<file path="config.mk">
export PLATFORM = sky130hd
export DESIGN_NAME = cos_result_fifo
export DESIGN_NICKNAME = d
export VERILOG_FILES = /design/src/rtl/cos_result_fifo.sv
export SDC_FILE = /design/constraint.sdc
export NUM_CORES = 1
export LEC_CHECK = 0
export CAP_MARGIN = 0
export CORE_MARGIN = 5
export CORE_UTILIZATION = 35
export CTS_CLUSTER_DIAMETER = 150
export CTS_CLUSTER_SIZE = 24
export DETAILED_ROUTE_END_ITERATION = 6
export HOLD_SLACK_MARGIN = 0.12
export PLACE_DENSITY_LB_ADDON = 0.05
export SYNTH_ARGS = -nofsm -noshare
export SYNTH_HDL_FRONTEND = slang
export SYNTH_SLANG_ARGS = --single-unit
export TNS_END_PERCENT = 20
</file>
<file path="constraint.sdc">
create_clock -name i_clk -period 5.6 [get_ports i_clk]
set_input_delay 1.12 -clock i_clk [delete_from_list [all_inputs] [get_ports i_clk]]
set_output_delay 1.12 -clock i_clk [all_outputs]
set_load 0.1 [all_outputs]
</file>
<file path="src/rtl/cos_result_fifo.sv">
// Result buffer behind the cos(x) datapath: captures each final result with a
// wrapping sequence tag and hands it to the host through a valid/ready port.
module cos_result_fifo #(
  parameter int DEPTH = 4,
  parameter int DW    = 16,
  parameter int TW    = 4
) (
  input  logic                     i_clk,
  input  logic                     i_rst,
  input  logic                     i_done_cap,
  input  logic [DW-1:0]            i_cos_bus,
  output logic                     o_out_valid,
  input  logic                     i_out_ready,
  output logic [DW-1:0]            o_out_data,
  output logic [TW-1:0]            o_out_tag,
  output logic                     o_full,
  output logic                     o_empty,
  output logic [$clog2(DEPTH):0]   o_level,
  output logic                     o_drop_err,
  input  logic                     i_clr_err
);

  localparam int AW = $clog2(DEPTH);
  localparam int LW = AW + 1;
  localparam int EW = TW + DW;

  logic [EW-1:0] r_mem [DEPTH];
  logic [AW-1:0] r_rd_ptr;
  logic [AW-1:0] r_wr_ptr;
  logic [LW-1:0] r_level;
  logic [TW-1:0] r_tag_cnt;
  logic          r_drop_err;

  logic          w_pop;
  logic          w_push;
  logic          w_drop;
  logic [EW-1:0] w_head;

  // Status flags come only from registered occupancy, never from this cycle's handshake.
  assign o_empty     = (r_level == '0);
  assign o_full      = (r_level == LW'(DEPTH));
  assign o_out_valid = ~o_empty;
  assign o_level     = r_level;
  assign o_drop_err  = r_drop_err;

  // A full FIFO still accepts a capture when the head leaves in the same cycle.
  assign w_pop  = o_out_valid & i_out_ready;
  assign w_push = i_done_cap & (~o_full | w_pop);
  assign w_drop = i_done_cap & o_full & ~w_pop;

  assign w_head     = r_mem[r_rd_ptr];
  assign o_out_data = w_head[DW-1:0];
  assign o_out_tag  = w_head[EW-1:DW];

  // Storage is cleared on reset so the head reads as zero until the first capture.
  always_ff @(posedge i_clk) begin
    if (i_rst) begin
      for (int i = 0; i < DEPTH; i++) begin
        r_mem[i] <= '0;
      end
    end else if (w_push) begin
      r_mem[r_wr_ptr] <= {r_tag_cnt, i_cos_bus};
    end
  end

  always_ff @(posedge i_clk) begin
    if (i_rst) begin
      r_wr_ptr <= '0;
      r_rd_ptr <= '0;
    end else begin
      if (w_push) begin
        r_wr_ptr <= r_wr_ptr + AW'(1);
      end
      if (w_pop) begin
        r_rd_ptr <= r_rd_ptr + AW'(1);
      end
    end
  end

  always_ff @(posedge i_clk) begin
    if (i_rst) begin
      r_level <= '0;
    end else begin
      unique case ({w_push, w_pop})
        2'b10:   r_level <= r_level + LW'(1);
        2'b01:   r_level <= r_level - LW'(1);
        default: r_level <= r_level;
      endcase
    end
  end

  // Every capture strobe consumes a tag, so a dropped result shows up as a gap.
  always_ff @(posedge i_clk) begin
    if (i_rst) begin
      r_tag_cnt <= '0;
    end else if (i_done_cap) begin
      r_tag_cnt <= r_tag_cnt + TW'(1);
    end
  end

  always_ff @(posedge i_clk) begin
    if (i_rst) begin
      r_drop_err <= 1'b0;
    end else if (w_drop) begin
      r_drop_err <= 1'b1;
    end else if (i_clr_err) begin
      r_drop_err <= 1'b0;
    end
  end

endmodule

</file>
## After elaboration in Yosys (flattened, before gate mapping)

Memories as Yosys holds them, arrays and structs flattened. A register that Yosys moved wholly into a read port is not among the register bits.
Index checks and enable logic that the tools add are counted.

- Memory bits (read-only): 0
- Input port bits: 21
- Logic and storage cells: 39
- Latch bits: 0
- Memories: 1
- Bits in writable memories: 80
- Output and inout port bits: 27
- Register bits: 12

Memory list:

| memory | depth | width | read ports | clocked after memory_dff | wr ports | RTL line | source |
|---|---|---|---|---|---|---|---|
| r_mem | 4 | 20 | 1 | 1 | 4 | 27 | `logic [EW-1:0] r_mem [DEPTH];` |

- $mul: 0
- Div/mod/pow operators: 0
- Equality and inequality tests: 3
- Bitwise operators: 8
- Magnitude comparators: 0
- Add/sub/neg operators: 5
- Multiplexer cells: 13
- Reductions and logical operators: 4
- Shift operators: 0

Operators with widths:

| cell | count |
|---|---|
| 20-bit two-way mux | 1 |
| 20-bit OR reduction | 1 |
| 1-bit two-way mux | 8 |
| 2-bit two-way mux | 3 |
| 3-bit case mux with 2 select lines | 1 |
| 2-bit by 1-bit adder with 2-bit output (second input constant) | 2 |
| 4-bit by 1-bit adder with 4-bit output (second input constant) | 1 |
| 1-bit AND | 4 |
| 2-bit nonzero test | 2 |
| 3-bit by 1-bit adder with 3-bit output (second input constant) | 1 |
| 3-bit == test (second input constant) | 1 |
| 3-bit zero test | 1 |
| 1-bit inverter | 3 |
| 3-bit by 1-bit subtractor with 3-bit output (second input constant) | 1 |
| 2-bit by 1-bit == test with 1-bit output (second input constant) | 1 |
| 2-bit == test (second input constant) | 1 |
| 1-bit OR | 1 |

## Depth between registers and ports, before layout

Gate-level depths: netlist (run 1).

- Depth after elaboration: 10
- Mapped depth: 8
- Depth with buffers taken out: 8

## Least setup slack after synthesis (run 1)

No wires, ideal clock.

- Kind: reg2out
- Start point: reg r_level[2], in the netlist o_level[2]
- End point: out o_full
- Arrival: 3352 ps
- Path slack: 1128 ps
- Stages on the path, launching flop included: 2
- Path buffers: 0
- Data required time: 4480 ps
- Cell sequence: dfxtp_1 -> nor3b_1

- Cells in the longest elaborated chain, start to end: 1

Ends and longest elaborated chain:

| what | RTL line | source |
|---|---|---|
| from (decl) | 30 | `logic [LW-1:0] r_level;` |
| from (signal assigned) | 85 | `2'b10: r_level <= r_level + LW'(1);` |
| from (signal assigned) | 86 | `2'b01: r_level <= r_level - LW'(1);` |
| from (signal assigned) | 87 | `default: r_level <= r_level;` |
| 3-bit == test | 41 | `assign o_full = (r_level == LW'(DEPTH));` |
| to (decl) | 16 | `output logic o_full,` |

No other way between the ends.

==> impl_metrics.csv, run 1 <==
group,metric,value,unit
status,status,"finished clean",
min_path,hp-class,"flip-flop to flip-flop",
clock_network,clockBufferDepth,2,
placed_design,port_buffers,47,
timing,finClkSkew,0.00995,ns
die,coreArea,11400,µm²
die,start_util,35.8,%
placed_design,dp.cells,452,
timing,hold_violations,0,
die,die_w,118,µm
logic_synthesis,synthTopCellsByArea,"edfxtp_1 (59%), and2_1 (12%), mux4_2 (11%), dfxtp_1 (6.9%), xor2_1 (1.1%)",
power_and_ir_drop,combinationalPowerShare,39.1,%
clock_network,postCtsSetupBuffers,0,
timing,fin_crit,3.72,ns
clock_network,cts_resized,0,
route,via_per_inst,4.76,
logic_synthesis,synth_nets,293,
worst_setup_path,cp.required,4.48,ns
power_and_ir_drop,powerDensity,472,nW/µm²
logic_synthesis,syn-cell-area,4090,µm²
die,io_pins,48,
route,post_drt_wl_per_cell,17.8,µm
placed_design,place.gp.congestion,0.715,
route,drc,0,
global_routing,grt_start_max_net_pins,22,
clock_network,tritoncts,"done",
final_layout,antennaDiodeCount,0,
timing,worstMarginPinSlew,1.10,ns
worst_setup_path,critical_path_depth,3,
timing,rsz0062_at_grt,"false",
worst_setup_path,r2r_cells,8,
global_routing,antenna_found_initial,0,
timing,fmaxAchievable,269,MHz
route,drt_first_pass_iters,4,
route,routed_wirelength,8340,µm
power_and_ir_drop,power.net_switching,0.970,mW
global_routing,overflow,0,
route,via_count,2226,
timing,setup_viol,0,
final_layout,fillCellCount,1060,
worst_setup_path,path_class,"flip-flop to primary output",
global_routing,track_usage,12.7,%
global_routing,grt_pass1_vias,2455,
power_and_ir_drop,clkPwrFrac,24.7,%
clock_network,root_buffer,"clkbuf_16",
final_layout,final_nets,344,
logic_synthesis,synth.distinct_cells,33,
logic_synthesis,synth_area_per_cell,15.2,µm²
logic_synthesis,yosys_register_bits,94,
final_layout,final_cell_count_no_fill,468,
worst_setup_path,path_cells,"buf_4 -> mux4_2 -> clkdlybuf4s50_1",
power_and_ir_drop,p_int,1.43,mW
clock_network,clock_latency,0.34,ns
route,ant_nets,0,
clock_network,h-tree-depth,3,
die,die_area,13900,µm²
worst_setup_path,slowest_delay,0.99,ns
power_and_ir_drop,total_leakage_power,1.83,nW
worst_setup_path,critical_path.max_fanout,20,
timing,min_period_over_period,66.4,%
placed_design,place_hpwl,4890,µm
logic_synthesis,synth_warnings,0,
clock_network,path_clk_slew,0.06,ns
worst_setup_path,start_kind,"flip-flop",
logic_synthesis,yosysSeqAreaShare,65.6,%
clock_network,holdBufCountCts,0,
logic_synthesis,yosysTopAreaCellShare,58.7,%
worst_setup_path,worst-path-buf-inv,2,
timing,setup_tns,0,ns
power_and_ir_drop,seqPwrFrac,36.2,%
power_and_ir_drop,worst_ir_drop_vdd,0.000561,V
job,cap_violations,0,
final_layout,drive_gt1_share,16.3,%
die,fp-row-count,39,
clock_network,cts.sinks,94,
route,drt_iter0_drc,121,
worst_setup_path,cp_slowest_cell,"clkdlybuf4s50_1",
final_layout,synthToLayoutAreaGrowth,24.0,%
final_layout,utilization,44.4,%
worst_setup_path,crit_family,"buffers and inverters",
clock_network,cts_buffers,9,
die,die_y,118,µm
worst_setup_path,cp-end-kind,"primary output",
logic_synthesis,syn_inst,269,
min_path,min_path_cells,2,
power_and_ir_drop,swShare,40.5,%
timing,finalMaxSlewViolations,0,
worst_setup_path,arrival,2.60,ns
global_routing,grt_pass1_wl,13600,µm
timing,slew_headroom,26.4,%
logic_synthesis,synth_top_area_cell,"edfxtp_1",
==> through the flow <==
step	instance area (µm²)	power, mW	setup slack (ns)	hold WS, ns
global placement	4780	1.83	1.89	0.462
CTS	5070	2.43	1.81	0.477
floorplan	4090	1.61	1.13	0.459
detailed placement	4780	1.83	1.79	0.457
global route	5070	2.50	1.74	0.488
finish	5070	2.40	1.88	0.472
==> layer usage <==
metal  GRT usage [%]  up-vias  wire length (µm)
li1                -     1074                 -
met3            2.98        8               207
met4            4.09        0               104
met2            21.9       28              4340
met1            15.6     1116              3690
met5               0        -                 0
==> cells in the mapped netlist (all sizes together) <==
cell / number
a21o: 1
a21oi: 4
and2: 80
buf: 4
clkbuf: 11
dfxtp: 14
edfxtp: 80
fa: 1
ha: 2
inv: 7
mux2: 1
mux2i: 1
mux4: 20
nand2: 4
nand2b: 3
nand3b: 1
nand4: 1
nor2: 11
nor2b: 1
nor3: 1
nor3b: 1
nor4: 2
nor4b: 2
o21ai: 3
o21bai: 1
o31ai: 2
or2: 1
or3: 3
xnor2: 1
xor2: 5
==> worst register-to-register path: cells and delay by family (launching register included) <==
kind            cells  cell delay [ns]
flops               1             0.40
simple gates        3             1.23
compound gates      1             0.14
fa+ha+maj           2             0.58
buf+inv             1             0.06
xor+xnor            1             0.15
==> kinds of logic after synthesis <==
kind of cell / share of synthesized area [%]
mux: 11.5
xor+xnor: 1.28
buf+inv: 2.17
simple gates: 16.7
flops: 65.6
compound gates: 1.59
fa+ha+maj: 1.10
==> cells in the final DEF (no fill, tap or decap), drive strengths merged, types with 2 or more instances in the layout <==
master / instances
inv: 8
o31ai: 2
nor4: 2
ha: 2
nand2b: 3
buf: 8
xor2: 5
nor4b: 2
nor2: 11
and2: 80
nand2: 4
clkdlybuf4s50: 47
edfxtp: 80
o21ai: 3
clkbuf: 12
or3: 3
dfxtp: 14
mux4: 20
a21oi: 4
clkinv: 3
==> sequential cells by signal, indices dropped and copies added (netlist names), named ones only <==
signal      flops
r_mem          80
r_tag_cnt       4
o_level         3
r_rd_ptr        2
r_wr_ptr        2
o_drop_err      1
==> power by group through the flow <==
stage | clock network [mW] | registers, mW | logic, mW
global placement | 0 | 0.883 | 0.949
floorplan | 0 | 0.934 | 0.677
finish | 0.591 | 0.867 | 0.937
global route | 0.640 | 0.875 | 0.982
CTS | 0.609 | 0.869 | 0.952
detailed placement | 0 | 0.884 | 0.950
==> final timing paths <==
kind,startpoint,endpoint,slack [ns]
setup / recovery,flip-flop,o_out_tag[3],1.88
hold / removal,o_drop_err$_SDFFE_PP0P_,o_drop_err$_SDFFE_PP0P_,0.47
setup reg to reg,o_level[1]$_SDFFE_PP0P_,o_level[2]$_SDFFE_PP0P_,2.97
hold reg to reg,o_drop_err$_SDFFE_PP0P_,o_drop_err$_SDFFE_PP0P_,0.47
==> final cells by class <==
cell class	count	area, µm²	share of cell area, %
Multi-Input combinational cell	153	1360	26.8
Sequential cell	94	2680	52.9
Inverter	7	26.3	0.518
Clock buffer	12	267	5.25
Clock inverter	4	28.8	0.567
Tap cell	143	179	3.53
Timing Repair Buffer	55	531	10.5
Power figures use the tool's default switching activity.
==> inputs of run 2 (changes only) <==
clock period = 3.63 ns   (was 5.6 ns; I/O delays follow)
==> run 2 against run 1 <==
Compared with the run above: flip-flop and latch count is the same; die area is the same; setup slack lost 0.92 ns; total power grew 52%; clock skew shrank 0.0067 ns; clock power grew 48%; routed wire length grew 2.3%; via count grew 0.63%; first-iteration DRC count shrank 21%; combinational power grew 50%; critical path depth shrank 2; global-route usage grew 0.36 points; critical path type unchanged; highest routed layer unchanged.
==> impl_metrics.csv, run 2 (same netlist as run 1, synthesis figures left out) <==
group,metric,value,unit
status,status,"finished clean",
clock_network,holdBufCountCts,0,
route,drc,0,
worst_setup_path,r2r-start,"o_level[1]$_SDFFE_PP0P_",
die,coreArea,11400,µm²
power_and_ir_drop,worst_ir_drop_vdd,0.000846,V
clock_network,postCtsSetupBuffers,0,
worst_setup_path,cp.required,2.90,ns
final_layout,top_register,"r_mem",
placed_design,place_ws,0.647,ns
worst_setup_path,crit_start,"o_level[2]$_SDFFE_PP0P_",
clock_network,root_buffer,"clkbuf_16",
timing,hold_slack,0.474,ns
power_and_ir_drop,powerDensity,725,nW/µm²
route,drt_iter0_drc,96,
placed_design,place.gp.congestion,0.711,
power_and_ir_drop,total_leakage_power,1.86,nW
final_layout,drive_gt1_share,23.8,%
timing,setup_tns,0,ns
timing,setup_viol,0,
route,via_per_inst,4.76,
timing,worstMarginPinSlew,0.970,ns
min_path,min_from,"o_drop_err$_SDFFE_PP0P_",
worst_setup_path,r2r_cells,8,
worst_setup_path,worst-path-buf-inv,1,
clock_network,cts_resized,0,
die,fp-row-count,39,
global_routing,grt_start_max_net_pins,22,
timing,finClkSkew,0.00326,ns
timing,min_period_over_period,73.5,%
worst_setup_path,arrival,1.94,ns
worst_setup_path,cp-end-kind,"primary output",
timing,hold_violations,0,
worst_setup_path,cp_slowest_cell,"clkdlybuf4s50_1",
worst_setup_path,path_cells,"clkdlybuf4s50_1",
clock_network,cts.sinks,94,
worst_setup_path,critical_path.max_fanout,7,
die,die_w,118,µm
clock_network,path_clk_slew,0.06,ns
die,io_pins,48,
min_path,min_path_cells,2,
die,start_util,35.8,%
route,ant_nets,0,
worst_setup_path,slowest_delay,1.18,ns
worst_setup_path,r2r_slack,1.39,ns
min_path,holdPathEnd,"o_drop_err$_SDFFE_PP0P_",
timing,rsz0062_at_grt,"false",
global_routing,track_usage,13.0,%
die,die_y,118,µm
worst_setup_path,crit_family,"buffers and inverters",
global_routing,grt_pass1_wl,13900,µm
clock_network,clockBufferDepth,2,
final_layout,synthToLayoutAreaGrowth,22.5,%
final_layout,antennaDiodeCount,0,
job,cap_violations,0,
clock_network,tritoncts,"done",
timing,slew_headroom,35.1,%
timing,finalMaxSlewViolations,0,
timing,fmaxAchievable,375,MHz
final_layout,most-common-layout-cells,"and2_1 (80), edfxtp_1 (80), buf_4 (36), clkdlybuf4s50_1 (22), mux4_2 (20)",
route,drt_first_pass_iters,4,
clock_network,cts_buffers,9,
route,via_count,2240,
min_path,hp-class,"flip-flop to flip-flop",
placed_design,port_buffers,47,
worst_setup_path,path_class,"flip-flop to primary output",
timing,fin_ws,0.963,ns
route,post_drt_wl_per_cell,18.1,µm
clock_network,h-tree-depth,3,
clock_network,clock_latency,0.34,ns
timing,fin_crit,2.67,ns
placed_design,place_hpwl,4990,µm
global_routing,overflow,0,
worst_setup_path,critical_path_depth,1,
die,die_area,13900,µm²
global_routing,antenna_found_initial,0,
route,routed_wirelength,8530,µm
worst_setup_path,rr_endpoint,"o_level[2]$_SDFFE_PP0P_",
final_layout,final_nets,347,
global_routing,grt_pass1_vias,2528,
worst_setup_path,start_kind,"flip-flop",
final_layout,largest_reg_flops,80,
[run 2: changes by cell type in the layout (fill, tap and decap cells not counted), sizes merged]
| cell | before | now |
|---|---|---|
| buf | 8 | 36 |
| clkdlybuf4s50 | 47 | 22 |
| clkbuf | 12 | 15 |
| clkinv | 3 | 0 |
[run 2: worst max-delay path by stage]
stage | endpoint
detailed placement | o_level[2]$_SDFFE_PP0P_
finish | o_level[2]
floorplan | r_mem[2][0]$_SDFFCE_PN0P_
CTS | o_out_tag[3]
global placement | o_level[2]$_SDFFE_PP0P_
global route | o_level[2]$_SDFFE_PP0P_
[run 2: where the power goes]
part           total, mW  internal [mW]  switching [mW]
combinational       1.41          0.363            1.05
sequential          1.34           1.28          0.0609
clock              0.877          0.504           0.373
total               3.63           2.15            1.49
[run 2: area by class of cell]
cell class / count / area (µm²)
Fill cell: 1057 / 6410
Sequential cell: 94 / 2680
Timing Repair Buffer: 58 / 490
Clock buffer: 15 / 268
Clock inverter: 1 / 6.26
Multi-Input combinational cell: 153 / 1360
Inverter: 7 / 26.3
Tap cell: 143 / 179
[run 2: tightest hold or removal path: cells and delay by family, from the launching register on]
kind	cells	cell delay, ns
flip-flops	1	0.31
AO/OA/AOI/OAI	1	0.05
AND/OR/NAND/NOR	1	0.06
[run 2: layer usage]
metal / wire length (µm) / vias to the layer above / global-route usage [%]
met5: 0 / - / 0
met3: 292 / 14 / 3.27
li1: - / 1079 / -
met4: 147 / 0 / 4.95
met1: 3780 / 1109 / 16.0
met2: 4310 / 38 / 22.2
[run 2: stage by stage]
step / util, % / instance area [µm²] / instances / power [mW]
after CTS: 43.9 / 5010 / 471 / 3.68
after detailed placement: 41.5 / 4740 / 455 / 2.80
after global placement: 41.5 / 4740 / 455 / 2.80
after floorplan: - / 4100 / 269 / 2.49
final: 43.9 / 5010 / 471 / 3.63
after global routing: 43.9 / 5010 / 471 / 3.79
